File: config.mk
export PLATFORM = sky130hd
export DESIGN_NAME = key_capture
export DESIGN_NICKNAME = d
export VERILOG_FILES = /design/src/rtl/key_pkg.sv /design/src/rtl/key_synchroniser.sv /design/src/rtl/key_capture.sv
export SDC_FILE = /design/constraint.sdc
export NUM_CORES = 1
export LEC_CHECK = 0
export BUFFER_PORTS_ARGS = -buffer_cell sky130_fd_sc_hd__buf_2
export CAP_MARGIN = 15
export CORE_UTILIZATION = 45
export DETAILED_ROUTE_END_ITERATION = 7
export PLACE_DENSITY = 0.75
export SYNTH_ARGS = -nofsm -noshare
export SYNTH_HDL_FRONTEND = slang
export SYNTH_SLANG_ARGS = --single-unit
export TNS_END_PERCENT = 100
File: constraint.sdc
create_clock -name clock -period 1.7 [get_ports clock]
set_input_delay 0.34 -clock clock [delete_from_list [all_inputs] [get_ports clock]]
set_output_delay 0.34 -clock clock [all_outputs]
set_load 0.02 [all_outputs]
File: src/rtl/key_pkg.sv
// Shared constants and FSM state type for the push-button capture path.
package key_pkg;

  localparam int                   KEY_WIDTH               = 4;
  localparam logic [KEY_WIDTH-1:0] KEY_NONE                = 4'b0000;
  localparam int                   DEBOUNCE_CYCLES_DEFAULT = 50000;

  typedef enum logic {
    IDLE    = 1'b0,
    PRESSED = 1'b1
  } key_state_t;

endpackage

File: src/rtl/key_synchroniser.sv
// Two-flop synchroniser for asynchronous active-low inputs.
// Flops reset to 1, so the reset state reads as "released".
module key_synchroniser #(
  parameter int WIDTH = 4
) (
  input  logic             i_clock,
  input  logic             i_reset,
  input  logic [WIDTH-1:0] i_async,
  output logic [WIDTH-1:0] o_sync
);

  logic [WIDTH-1:0] r_meta;
  logic [WIDTH-1:0] r_sync;

  // Metastability chain: first stage may go metastable, second stage resolves it.
  always_ff @(posedge i_clock or posedge i_reset) begin
    if (i_reset) begin
      r_meta <= '1;
      r_sync <= '1;
    end else begin
      r_meta <= i_async;
      r_sync <= r_meta;
    end
  end

  assign o_sync = r_sync;

endmodule

File: src/rtl/key_capture.sv
// DE1 push-button front end: synchronise, debounce the whole key vector,
// and turn presses into a held one-hot key code plus a single-cycle strobe.
module key_capture
  import key_pkg::*;
#(
  parameter int DEBOUNCE_CYCLES = DEBOUNCE_CYCLES_DEFAULT
) (
  input  logic                 clock,
  input  logic                 reset,
  input  logic [KEY_WIDTH-1:0] key_n,
  output logic [KEY_WIDTH-1:0] key_onehot,
  output logic                 key_valid,
  output logic                 key_held
);

  localparam int                CNT_W    = $clog2(DEBOUNCE_CYCLES + 1);
  localparam logic [CNT_W-1:0] CNT_LAST = CNT_W'(DEBOUNCE_CYCLES - 1);

  logic [KEY_WIDTH-1:0] w_sync_n;
  logic [KEY_WIDTH-1:0] w_sync;
  logic [KEY_WIDTH-1:0] r_candidate;
  logic [KEY_WIDTH-1:0] r_stable;
  logic                 r_held;
  logic [CNT_W-1:0]     r_count;
  key_state_t           r_state;
  logic [KEY_WIDTH-1:0] r_onehot;
  logic                 r_valid;

  // Isolate the lowest set bit: the lowest key index wins on simultaneous presses.
  function automatic logic [KEY_WIDTH-1:0] pick_lowest(input logic [KEY_WIDTH-1:0] keys);
    pick_lowest = keys & (~keys + 4'd1);
  endfunction

  key_synchroniser #(
    .WIDTH (KEY_WIDTH)
  ) u_sync (
    .i_clock (clock),
    .i_reset (reset),
    .i_async (key_n),
    .o_sync  (w_sync_n)
  );

  assign w_sync = ~w_sync_n;

  // Shared debouncer: the candidate load is the first stable sample, so the
  // level is accepted on the edge that sees the DEBOUNCE_CYCLES-th equal sample.
  always_ff @(posedge clock or posedge reset) begin
    if (reset) begin
      r_candidate <= KEY_NONE;
      r_stable    <= KEY_NONE;
      r_held      <= 1'b0;
      r_count     <= '0;
    end else if (w_sync != r_candidate) begin
      r_candidate <= w_sync;
      r_count     <= '0;
      if (DEBOUNCE_CYCLES == 1) begin
        r_stable <= w_sync;
        r_held   <= |w_sync;
      end
    end else if (r_count < CNT_LAST) begin
      r_count <= r_count + CNT_W'(1);
      if (r_count == CNT_LAST - CNT_W'(1)) begin
        r_stable <= r_candidate;
        r_held   <= |r_candidate;
      end
    end else begin
      r_stable <= r_candidate;
      r_held   <= |r_candidate;
    end
  end

  // Press FSM: accept one key per press episode; ignore roll-over keys until all released.
  always_ff @(posedge clock or posedge reset) begin
    if (reset) begin
      r_state  <= IDLE;
      r_onehot <= KEY_NONE;
      r_valid  <= 1'b0;
    end else begin
      case (r_state)
        IDLE: begin
          if (r_stable != KEY_NONE) begin
            r_onehot <= pick_lowest(r_stable);
            r_valid  <= 1'b1;
            r_state  <= PRESSED;
          end else begin
            r_valid  <= 1'b0;
          end
        end
        PRESSED: begin
          r_valid <= 1'b0;
          if (r_stable == KEY_NONE) begin
            r_state <= IDLE;
          end else begin
            r_state <= PRESSED;
          end
        end
        default: begin
          r_state <= IDLE;
          r_valid <= 1'b0;
        end
      endcase
    end
  end

  assign key_onehot = r_onehot;
  assign key_valid  = r_valid;
  assign key_held   = r_held;

endmodule

# Word level (Yosys, flattened, before mapping)
# Cells that the tools add are included.
totals:
  regBits: 39
  inputBits: 6
  out_inout_bits: 6
  word_cells: 36
op_classes:
  addsub: 2
  order_cmp: 1
  n_eq_ne: 3
  n_mux: 10
  bitwise_logic: 5
  n_reduce_logical: 6
op_table:
  columns: ["cell", "count"]
  rows:
  - ["$mux 16", 2]
  - ["$add 16x1->16 const B", 1]
  - ["$eq 16x16->1 const B", 1]
  - ["$lt 16x16->1 const B", 1]
  - ["$mux 4", 2]
  - ["$not 4->4", 2]
  - ["$add 4x1->4 const B", 1]
  - ["$and 4x4->4", 1]
  - ["$logic_not 4->1", 1]
  - ["$mux 1", 4]
  - ["$ne 4x4->1", 1]
  - ["$pmux 1 s2", 2]
  - ["$reduce_and 2->1", 2]
  - ["$reduce_bool 4->1", 1]
  - ["$reduce_or 4->1", 1]
  - ["$ne 2x1->1 const B", 1]
  - ["$not 1->1", 2]
  - ["$reduce_bool 2->1", 1]

# Logic depth before layout (Yosys ltp)
# Gate-level depths: netlist of run 1.
logic_depth:
  depth_word: 4
  depth_mapped: 7
  depth_no_buf: 6

# Modules after synthesis
# A second synthesis of run 1 with hierarchy kept.
hier_totals:
  hier_cells: 165
  area_unflattened_um2: 1821.7
modules_own_cells:
  columns: ["mod", "instances", "cells_per_inst", "area_each_um2", "seq_area_each_um2"]
  rows:
  - ["key_capture", 1, 156, 1607.8, 775.7]
  - ["key_synchroniser", 1, 9, 214.0, 210.2]

# Least setup slack after synthesis of run 1
# Ideal clock, no wire load.
synth_timing:
  kind: "register to register"
  startpoint: "reg r_count[0]"
  endpoint: "reg r_held, in the netlist key_held"
  setup_time_ns: 0.125
  arrival_time_ns: 1.697
  path_slack_ns: -0.122
  path_stages_with_launch: 7
  path_cell_list: "dfrtp_1 ha_1 nand3_2 a211oi_4 nor2_2 a21o_4 mux2_4"
synth_via:
  elab_chain_cells: 3
  elab_cells_between_ends: 5
  cone_classes: "order compare: 1; eq/ne: 2; mux: 1; reduce/logical: 1"
synth_lines:
  columns: ["element", "line", "source"]
  rows:
  - ["start, declared", "key_capture.sv:24", "logic [CNT_W-1:0] r_count;"]
  - ["start signal, assigned", "key_capture.sv:61", "r_count <= r_count + CNT_W'(1);"]
  - ["$lt 16x16->1 or $eq 16x16->1 (tied branches)", "key_capture.sv:60, key_capture.sv:62", null]
  - ["$ne 2x1->1 (no source line)", null, null]
  - ["$reduce_and 2->1 (no source line)", null, null]
  - ["end signal, assigned", "key_capture.sv:58", "r_held <= |w_sync;"]
  - ["end signal, assigned", "key_capture.sv:64", "r_held <= |r_candidate;"]
  - ["end signal, assigned", "key_capture.sv:68", "r_held <= |r_candidate;"]
  - ["end, declared", "key_capture.sv:23", "logic r_held;"]
# Parallel ways exist; a longest one is shown, timed or not.
# A chain may end at the register's enable or synchronous reset.

# Final worst setup path of run 1
layout_timing:
  startpoint: "reg r_count[1]"
  endpoint: "reg r_held, in the netlist key_held"
# The elaborated chain is that of the path after synthesis.

==> qor.yml, run 1 <==
synthesis:
  ys_ff_latch: 39
  synth_cell_types: 37
  ys_async_sr_fraction: 1.00
  syn_avg_cell_area_um2: 11.8
  syn_nets: 156
  synth_edf_count: 0
  synthesis.area_mm2: 0.00175
  synthCells: 148
  yosysWarnings: 0
  synth-main-ff-cell: "dfrtp_1"
  seq_area_frac_synth: 0.565
global_route:
  grt_pass1_vias: 1123
  overflow: 0
  grtUsageTotal: 0.166
  antenna_found_initial: 0
  grt_max_degree: 40
  grt_pass1_wl_mm: 5.00
pwr:
  powerDensity_mw_per_mm2: 767
  power.leakage_nw: 0.898
  vdd_drop_max_mv: 0.503
  totalPowerFinal_mw: 1.62
timing:
  period_minus_slack_ns: 1.71
  setup_viol: 5
  fin_skew_ns: 0.00689
  hold_violations: 0
  max_slew_margin: 0.694
  slew_violations: 0
  max_clock_freq_mhz: 583
  holdWs_ns: 0.131
  setup_slack_ns: -0.0148
  fin_setup_tns_ns: -0.0465
  worst_pin_slew_ns: 0.459
  post-route-period-util: 1.01
  rsz0062_at_grt: "yes"
floorplan:
  die_y_um: 64.3
  floorplan.initialDensity: 0.473
  core_mm2: 0.00369
  boundaryPins: 12
  rows: 22
  dieArea_mm2: 0.00413
  die_x_um: 64.3
clocking:
  cts_buffers: 5
  clk_pin_slew_ns: 0.07
  clk_path_buf_depth: 2
  clock_sinks: 39
  clk_latency_ns: 0.30
  h-tree-depth: 2
  ctsHoldBuffers: 0
  clock-root-buffer: "clkbuf_8"
  cts_tree: "built"
place:
  pre_cts_ws_ns: -0.0839
  portBuffers: 11
  hpwl_mm: 2.07
  gp_congestion: 0.788
route:
  drt-initial-drc-count: 39
  drc: 0
  firstDrtPassIters: 4
  drt-total-wl_mm: 3.07
  num_vias: 1157
  drt-vias-per-instance: 5.10
  wire_per_inst_um: 13.5
  ant_nets: 0
finish:
  nets: 186
  layout_commonest_cell: "dfrtp_1"
  synthToLayoutAreaGrowth_pct: 20.9
  diodes: 0
  final_cell_mix: "30 x dfrtp_1, 22 x nor2_1, 13 x xnor2_1, 13 x buf_4"
  drive_above_1_share: 0.335
setup_path:
  reg2regPathDepth: 6
  end_kind: "flip-flop"
  rrSetupSlack_ns: -0.01
  crit_type: "reg -> reg"
  critPathMaxFanout: 5
  r2r_start: "r_count[1]"
  critPathLaunchType: "flip-flop"
  r2r-end: "key_held"
  critPathArrivalTime_ns: 1.90
  worstPathRequired_ns: 1.89
min_path:
  min_path_type: "in -> async"
status:
  status: "finished, violations left"
  failed_checks: "setup timing"
job:
  maxCapViolations: 0
==> layer usage <==
metal / track usage / vias up / part of all wire
met4: 0.125 / 0 / 0.034
met5: 0 / - / 0
li1: - / 563 / -
met3: 0.0321 / 8 / 0.020
met1: 0.189 / 573 / 0.45
met2: 0.275 / 13 / 0.49
==> Yosys cell counts, types with 3 or more instances <==
cell	n	area [µm²]
nor2_1	22	82.6
dfstp_2	8	210
nor3_1	7	35.0
mux2_4	5	75.1
xor2_1	4	35.0
nand3_1	4	20.0
nand2_1	5	18.8
nor4b_2	3	45.0
xnor2_1	13	114
inv_1	11	41.3
dfrtp_1	31	776
a21oi_1	3	15.0
==> cell families after synthesis <==
logic type / Yosys count / synth area share
compound gates: 14 / 0.0652
xor+xnor: 17 / 0.0853
fa+ha+maj: 2 / 0.0143
buf+inv: 13 / 0.0287
flops: 39 / 0.565
mux: 6 / 0.0495
simple gates: 57 / 0.192
==> state kept, by name, indices dropped and copies added (netlist names) <==
name,cells
r_count,16
key_onehot,4
r_candidate,4
r_stable,4
u_sync.o_sync,4
u_sync.r_meta,4
key_held,1
key_valid,1
r_state,1
==> critical path, cell delays in order (launching register included) <==
cell,delay [ns]
dfrtp_1,0.36
ha_2,0.20
nand3_2,0.10
a211oi_4,0.33
nor2_2,0.07
a21o_4,0.24
mux2_4,0.30
==> stage by stage <==
stage,instances,utilization,area (µm²)
after CTS,224,0.554,2040
after floorplan,148,-,1750
after global routing,227,0.572,2110
after detailed placement,216,0.528,1950
after global placement,216,0.528,1950
final,227,0.572,2110
==> layout make-up <==
cell class	instances	area, µm²
flip-flops and latches	39	987
clock buffers	6	72.6
multi-input cells	96	764
well taps	48	60.1
inverters	11	41.3
fillers	295	1580
repair buffers	25	173
clock inverters	2	12.5
==> how the worst max path moves through the flow <==
stage                  end  cells past startpoint  slack [ns]        start
3_5_place_dp   r_count[14]                      5       -0.08  r_count[10]
5_1_grt           key_held                      6       -0.08   r_count[1]
4_1_cts           key_held                      6       0.002   r_count[0]
3_3_place_gp   r_count[12]                      5        0.05  r_count[10]
2_1_floorplan     key_held                      6       -0.08   r_count[0]
6_report          key_held                      6       -0.01   r_count[1]
==> where the power goes <==
part	total [mW]	internal, mW	switching (mW)
sequential	0.961	0.951	0.0100
combinational	0.0481	0.0162	0.0320
clock	0.609	0.286	0.322
==> repair_timing <==
item	in CTS	in global routing
setup endpoints to repair	1	13
pin swaps	0	4
resized for setup	2	7
setup buffers	0	3
No activity file was read; power rests on OpenSTA's default activity.
==> inputs of run 2 (changes only) <==
Settings changed: SETUP_SLACK_MARGIN set to 0.1.
==> qor.yml, run 2 (same netlist as run 1, synthesis figures left out) <==
status:
  status: "finished, violations left"
  failed_checks: "setup timing"
finish:
  top_register: "r_count"
  largest_register_ffs: 16  # unchanged
  stdcell_count: 230  # +1.3%
  diodes: 0  # unchanged
  drive_above_1_share: 0.363  # +0.0274
  synthToLayoutAreaGrowth_pct: 25.8
  nets: 189  # +1.6%
  final_cell_mix: "30 x dfrtp_1, 22 x nor2_1, 16 x buf_4"
  filler_cell_count: 299  # +1.4%
  layout_commonest_cell: "dfrtp_1"
place:
  pre_cts_ws_ns: -0.0605  # +0.0234 ns
  portBuffers: 11  # unchanged
  placedCellCount: 216  # unchanged
  hpwl_mm: 2.32  # +12%
  gp_congestion: 0.801  # +1.6%
clocking:
  clock-root-buffer: "clkbuf_8"
  clk_path_buf_depth: 2  # unchanged
  ctsHoldBuffers: 0  # unchanged
  cts_buffers: 5  # unchanged
  clock_sinks: 39  # unchanged
  cts_tree: "built"
  h-tree-depth: 2  # unchanged
  clk_pin_slew_ns: 0.07  # about the same
  clk_latency_ns: 0.29  # about the same
timing:
  worst_pin_slew_ns: 0.475  # +0.0159 ns
  slew_violations: 0  # unchanged
  max_slew_margin: 0.683  # -0.0106
  holdWs_ns: 0.141  # +0.00960 ns
  hold_violations: 0  # unchanged
  period_minus_slack_ns: 1.71  # -0.000981 ns
  max_clock_freq_mhz: 584  # about the same
  fin_skew_ns: 0.00337  # -0.00351 ns
  setup_viol: 5  # unchanged
  post-route-period-util: 1.01  # about the same
  setup_slack_ns: -0.0138  # +0.000981 ns
  rsz0062_at_grt: "yes"
route:
  wire_per_inst_um: 14.8  # +9.7%
  drt-vias-per-instance: 5.23  # +2.7%
  drt-total-wl_mm: 3.41  # +11%
  drt-initial-drc-count: 32  # -18%
  firstDrtPassIters: 4  # unchanged
  drc: 0  # unchanged
  num_vias: 1204  # +4.1%
  ant_nets: 0  # unchanged
setup_path:
  crit_chain: "nor4_4 > buf_6 > nand4_1 > a21o_4 > mux2_4"
  r2r-end: "key_held"
  r2r_start: "r_count[13]"
  endpoint: "key_held"
  worstPathRequired_ns: 1.88  # about the same
  rrSetupSlack_ns: -0.01  # about the same
  reg2regPathDepth: 5  # -1
  critical-path-slowest-cell: "dfrtp_2"
  startpoint: "r_count[13]"
  cpPeakStageDelay_ns: 0.43  # +0.07 ns
  crit_type: "reg -> reg"
  critPathLaunchType: "flip-flop"
  end_kind: "flip-flop"
  critPathMaxFanout: 5  # unchanged
  critPathArrivalTime_ns: 1.89  # about the same
global_route:
  antenna_found_initial: 0  # unchanged
  grtUsageTotal: 0.181  # +0.0148
  grt_pass1_wl_mm: 5.49  # +9.7%
  grt_max_degree: 40  # unchanged
  grt_pass1_vias: 1195  # +6.4%
  overflow: 0  # unchanged
min_path:
  min_from: "key_n[3]"
  min_path_type: "in -> reg"
pwr:
  power.leakage_nw: 0.953  # +6.2%
  vdd_drop_max_mv: 0.527  # +4.8%
  powerDensity_mw_per_mm2: 876  # +14%
job:
  maxCapViolations: 0  # unchanged
floorplan:
  die_y_um: 64.3  # unchanged
  floorplan.initialDensity: 0.473  # unchanged
  boundaryPins: 12  # unchanged
  dieArea_mm2: 0.00413  # unchanged
  core_mm2: 0.00369  # unchanged
  rows: 22  # unchanged
  die_x_um: 64.3  # unchanged
## run 2: layout make-up
| cell class | instances | area [µm²] | area share |
|---|---|---|---|
| multi-input cells | 96 | 788 | 0.359 |
| flip-flops and latches | 39 | 987 | 0.450 |
| repair buffers | 28 | 186 | 0.0849 |
| clock inverters | 2 | 60.1 | 0.0274 |
| inverters | 11 | 41.3 | 0.0188 |
| well taps | 48 | 60.1 | 0.0274 |
| clock buffers | 6 | 72.6 | 0.0330 |
## run 2: worst min path at each step
stage	end	slack (ns)	cells after the start
final	u_sync.r_meta[3]	0.14	1
after global routing	u_sync.r_meta[1]	0.12	1
after CTS	u_sync.r_meta[1]	0.13	1
after detailed placement	u_sync.o_sync[2]	0.35	0
after global placement	u_sync.o_sync[2]	0.35	0
after floorplan	u_sync.r_meta[0]	0.34	0
## run 2: report_power, final
part	leakage, nW	internal, mW	switching [mW]	total [mW]
Clock	0.0654	0.587	0.325	0.912
Combinational	0.381	0.0172	0.0336	0.0507
Sequential	0.506	0.951	0.0105	0.961
Total	0.953	1.55	0.370	1.92
## run 2: per-layer routing
| layer | wire [µm] | vias up | track usage |
|---|---|---|---|
| met5 | 0 | - | 0 |
| met4 | 69 | 0 | 0.0889 |
| met3 | 88 | 6 | 0.0554 |
| met2 | 1780 | 15 | 0.305 |
| met1 | 1470 | 616 | 0.207 |
| li1 | - | 567 | - |
## run 2: worst max-delay path: cells and delay by family, from the launching register on
kind / cells / cell delay (ns)
compound gates: 1 / 0.27
flops: 1 / 0.43
buf+inv: 1 / 0.17
simple gates: 2 / 0.43
mux: 1 / 0.30
## run 2: stage by stage
step                cell area (µm²)   util  power [mW]   TNS (ns)
global route                   2200  0.595        1.98     -0.611
CTS                            2140  0.581        1.93    -0.0490
detailed placement             1940  0.526        1.03     -0.235
finish                         2200  0.595        1.92    -0.0390
floorplan                      1750      -        1.01     -0.395
global placement               1940  0.526        1.03  -0.000593
## run 2: what timing repair did
item                                   CTS  global route
setup endpoints to repair               18            21
endpoints found under the hold margin    0             0
resized for setup                        7             6
buffers inserted                         5             2
pin swaps                                5             5
==> inputs of run 3 (changes only) <==
Settings changed: CORE_ASPECT_RATIO set to 1.25, PLACE_DENSITY 0.75 to not set, PLACE_DENSITY_LB_ADDON set to 0.12.
==> qor.yml, run 3 (same netlist as run 1, synthesis figures left out) <==
status:
  status: "finished, violations left"
  failed_checks: "DRC, setup timing"
timing:
  setup_viol: 11  # +6
  max_clock_freq_mhz: 568  # -2.7%
  rsz0062_at_grt: "yes"
  fin_skew_ns: 0.00525  # +0.00188 ns
  fin_setup_tns_ns: -0.371  # -0.332 ns
  hold_violations: 0  # unchanged
  max_slew_margin: 0.694  # +0.0104
  setup_slack_ns: -0.0612  # -0.0474 ns
  slew_violations: 0  # unchanged
  period_minus_slack_ns: 1.76  # +0.0474 ns
  worst_pin_slew_ns: 0.460  # -0.0156 ns
  post-route-period-util: 1.04  # +0.0279
floorplan:
  die_x_um: 57.7  # -10%
  rows: 24  # +9.1%
  boundaryPins: 12  # unchanged
  dieArea_mm2: 0.00413  # about the same
  die_y_um: 71.6  # +11%
  core_mm2: 0.00360  # -2.3%
  floorplan.initialDensity: 0.484  # +0.0112
min_path:
  min_from: "key_n[0]"
  worstHoldEndpoint: "u_sync.r_meta[0]"
  min_path_type: "in -> reg"
  whs_path_depth: 1  # unchanged
clocking:
  h-tree-depth: 2  # unchanged
  clk_latency_ns: 0.29  # about the same
  clock_sinks: 39  # unchanged
  cts_buffers: 5  # unchanged
  clk_path_buf_depth: 2  # unchanged
  cts_tree: "built"
  clock-root-buffer: "clkbuf_8"
  clk_pin_slew_ns: 0.08  # about the same
route:
  drt-initial-drc-count: 44  # +38%
  wire_per_inst_um: 13.7  # -7.5%
  drt-vias-per-instance: 5.31  # +1.5%
  ant_nets: 0  # unchanged
  drt-total-wl_mm: 3.03  # -11%
  drc: 1  # +1
  firstDrtPassIters: 6  # +2
  num_vias: 1174  # -2.5%
global_route:
  antenna_found_initial: 0  # unchanged
  grt_pass1_wl_mm: 4.95  # -9.7%
  grtUsageTotal: 0.160  # -0.0208
  grt_pass1_vias: 1125  # -5.9%
  overflow: 0  # unchanged
  grt_max_degree: 40  # unchanged
setup_path:
  crit_chain: "ha_4 > nand3_4 > a211oi_4 > nor2_2 > a21o_4 > mux2_4"
  cpPeakStageDelay_ns: 0.40  # -0.03 ns
  r2r_start: "r_count[0]"
  critPathLaunchType: "flip-flop"
  cp_num_buf_inv: 0  # -1
  reg2regPathDepth: 6  # +1
  rrSetupSlack_ns: -0.06  # -0.05 ns
  critPathMaxFanout: 5  # unchanged
  critPathArrivalTime_ns: 1.94  # +0.05 ns
  critical-path-slowest-cell: "dfrtp_1"
  cpLargestDelayFamily: "compound AO/OA/AOI/OAI gates"
  end_kind: "flip-flop"
  crit_type: "reg -> reg"
  r2r-end: "key_held"
  worstPathRequired_ns: 1.87  # about the same
finish:
  drive_above_1_share: 0.401  # +0.0385
  final_design_area_no_fill_mm2: 0.00220  # +0.28%
  largest_register_ffs: 16  # unchanged
  final_cell_mix: "30 x dfrtp_1, 22 x nor2_1, 15 x buf_4"
  top_register: "r_count"
  diodes: 0  # unchanged
  stdcell_count: 221  # -3.9%
  filler_cell_count: 298  # -0.33%
  layout_commonest_cell: "dfrtp_1"
  synthToLayoutAreaGrowth_pct: 26.2
  nets: 189  # unchanged
pwr:
  power.leakage_nw: 0.920  # -3.5%
  powerDensity_mw_per_mm2: 740  # -16%
  vdd_drop_max_mv: 0.677  # +29%
place:
  gp_congestion: 0.848  # +5.9%
  hpwl_mm: 1.98  # -15%
  place_area_mm2: 0.00193  # -0.58%
  placedCellCount: 207  # -4.2%
  portBuffers: 11  # unchanged
job:
  maxCapViolations: 0  # unchanged
## run 3: per-layer routing
metal,part of all wire,up-vias,GRT usage,wire [µm]
li1,-,568,-,-
met1,0.45,584,0.200,1350
met2,0.51,17,0.257,1560
met3,0.023,5,0.0487,70
met4,0.018,0,0.0714,55
met5,0,-,0,0
## run 3: metrics by stage
step	hold WS [ns]	total power, mW	setup slack (ns)	utilization
after floorplan	0.344	1.01	-0.0789	-
after global placement	0.346	1.03	0.0428	0.535
after detailed placement	0.347	1.03	-0.0288	0.535
after CTS	0.129	1.66	0.0107	0.570
after global routing	0.112	1.71	-0.133	0.611
final	0.140	1.63	-0.0612	0.611
## run 3: layout make-up
type / count / area, µm² / area share
well taps: 39 / 48.8 / 0.0222
multi-input cells: 96 / 841 / 0.382
flip-flops and latches: 39 / 987 / 0.448
inverters: 11 / 41.3 / 0.0188
clock inverters: 3 / 25.0 / 0.0114
clock buffers: 5 / 68.8 / 0.0313
repair buffers: 28 / 190 / 0.0864
## run 3: how the worst max path moves through the flow
| stage | startpoint | endpoint | depth (start not counted) |
|---|---|---|---|
| after detailed placement | r_count[10] | r_count[14] | 5 |
| after floorplan | r_count[0] | key_held | 6 |
| after global placement | r_count[10] | r_count[14] | 5 |
| after CTS | r_count[10] | r_count[9] | 5 |
| after global routing | r_count[13] | r_count[9] | 6 |
| final | r_count[0] | key_held | 6 |
## run 3: worst reg2reg max path: stages, from the launching register on
cell	delay (ns)
dfrtp_1	0.40
ha_4	0.18
nand3_4	0.09
a211oi_4	0.34
nor2_2	0.08
a21o_4	0.26
mux2_4	0.30
## run 3: what timing repair did
action | 4_1_cts | 5_1_grt
hold buffers | 0 | 0
setup buffers | 1 | 5
gates cloned | 0 | 1
gates resized for setup | 5 | 21
setup endpoints to repair | 18 | 20
pin swaps | 0 | 18
## run 3: where the power goes
group	internal (mW)	switching, mW
clock	0.293	0.327
sequential	0.951	0.0103
combinational	0.0167	0.0322
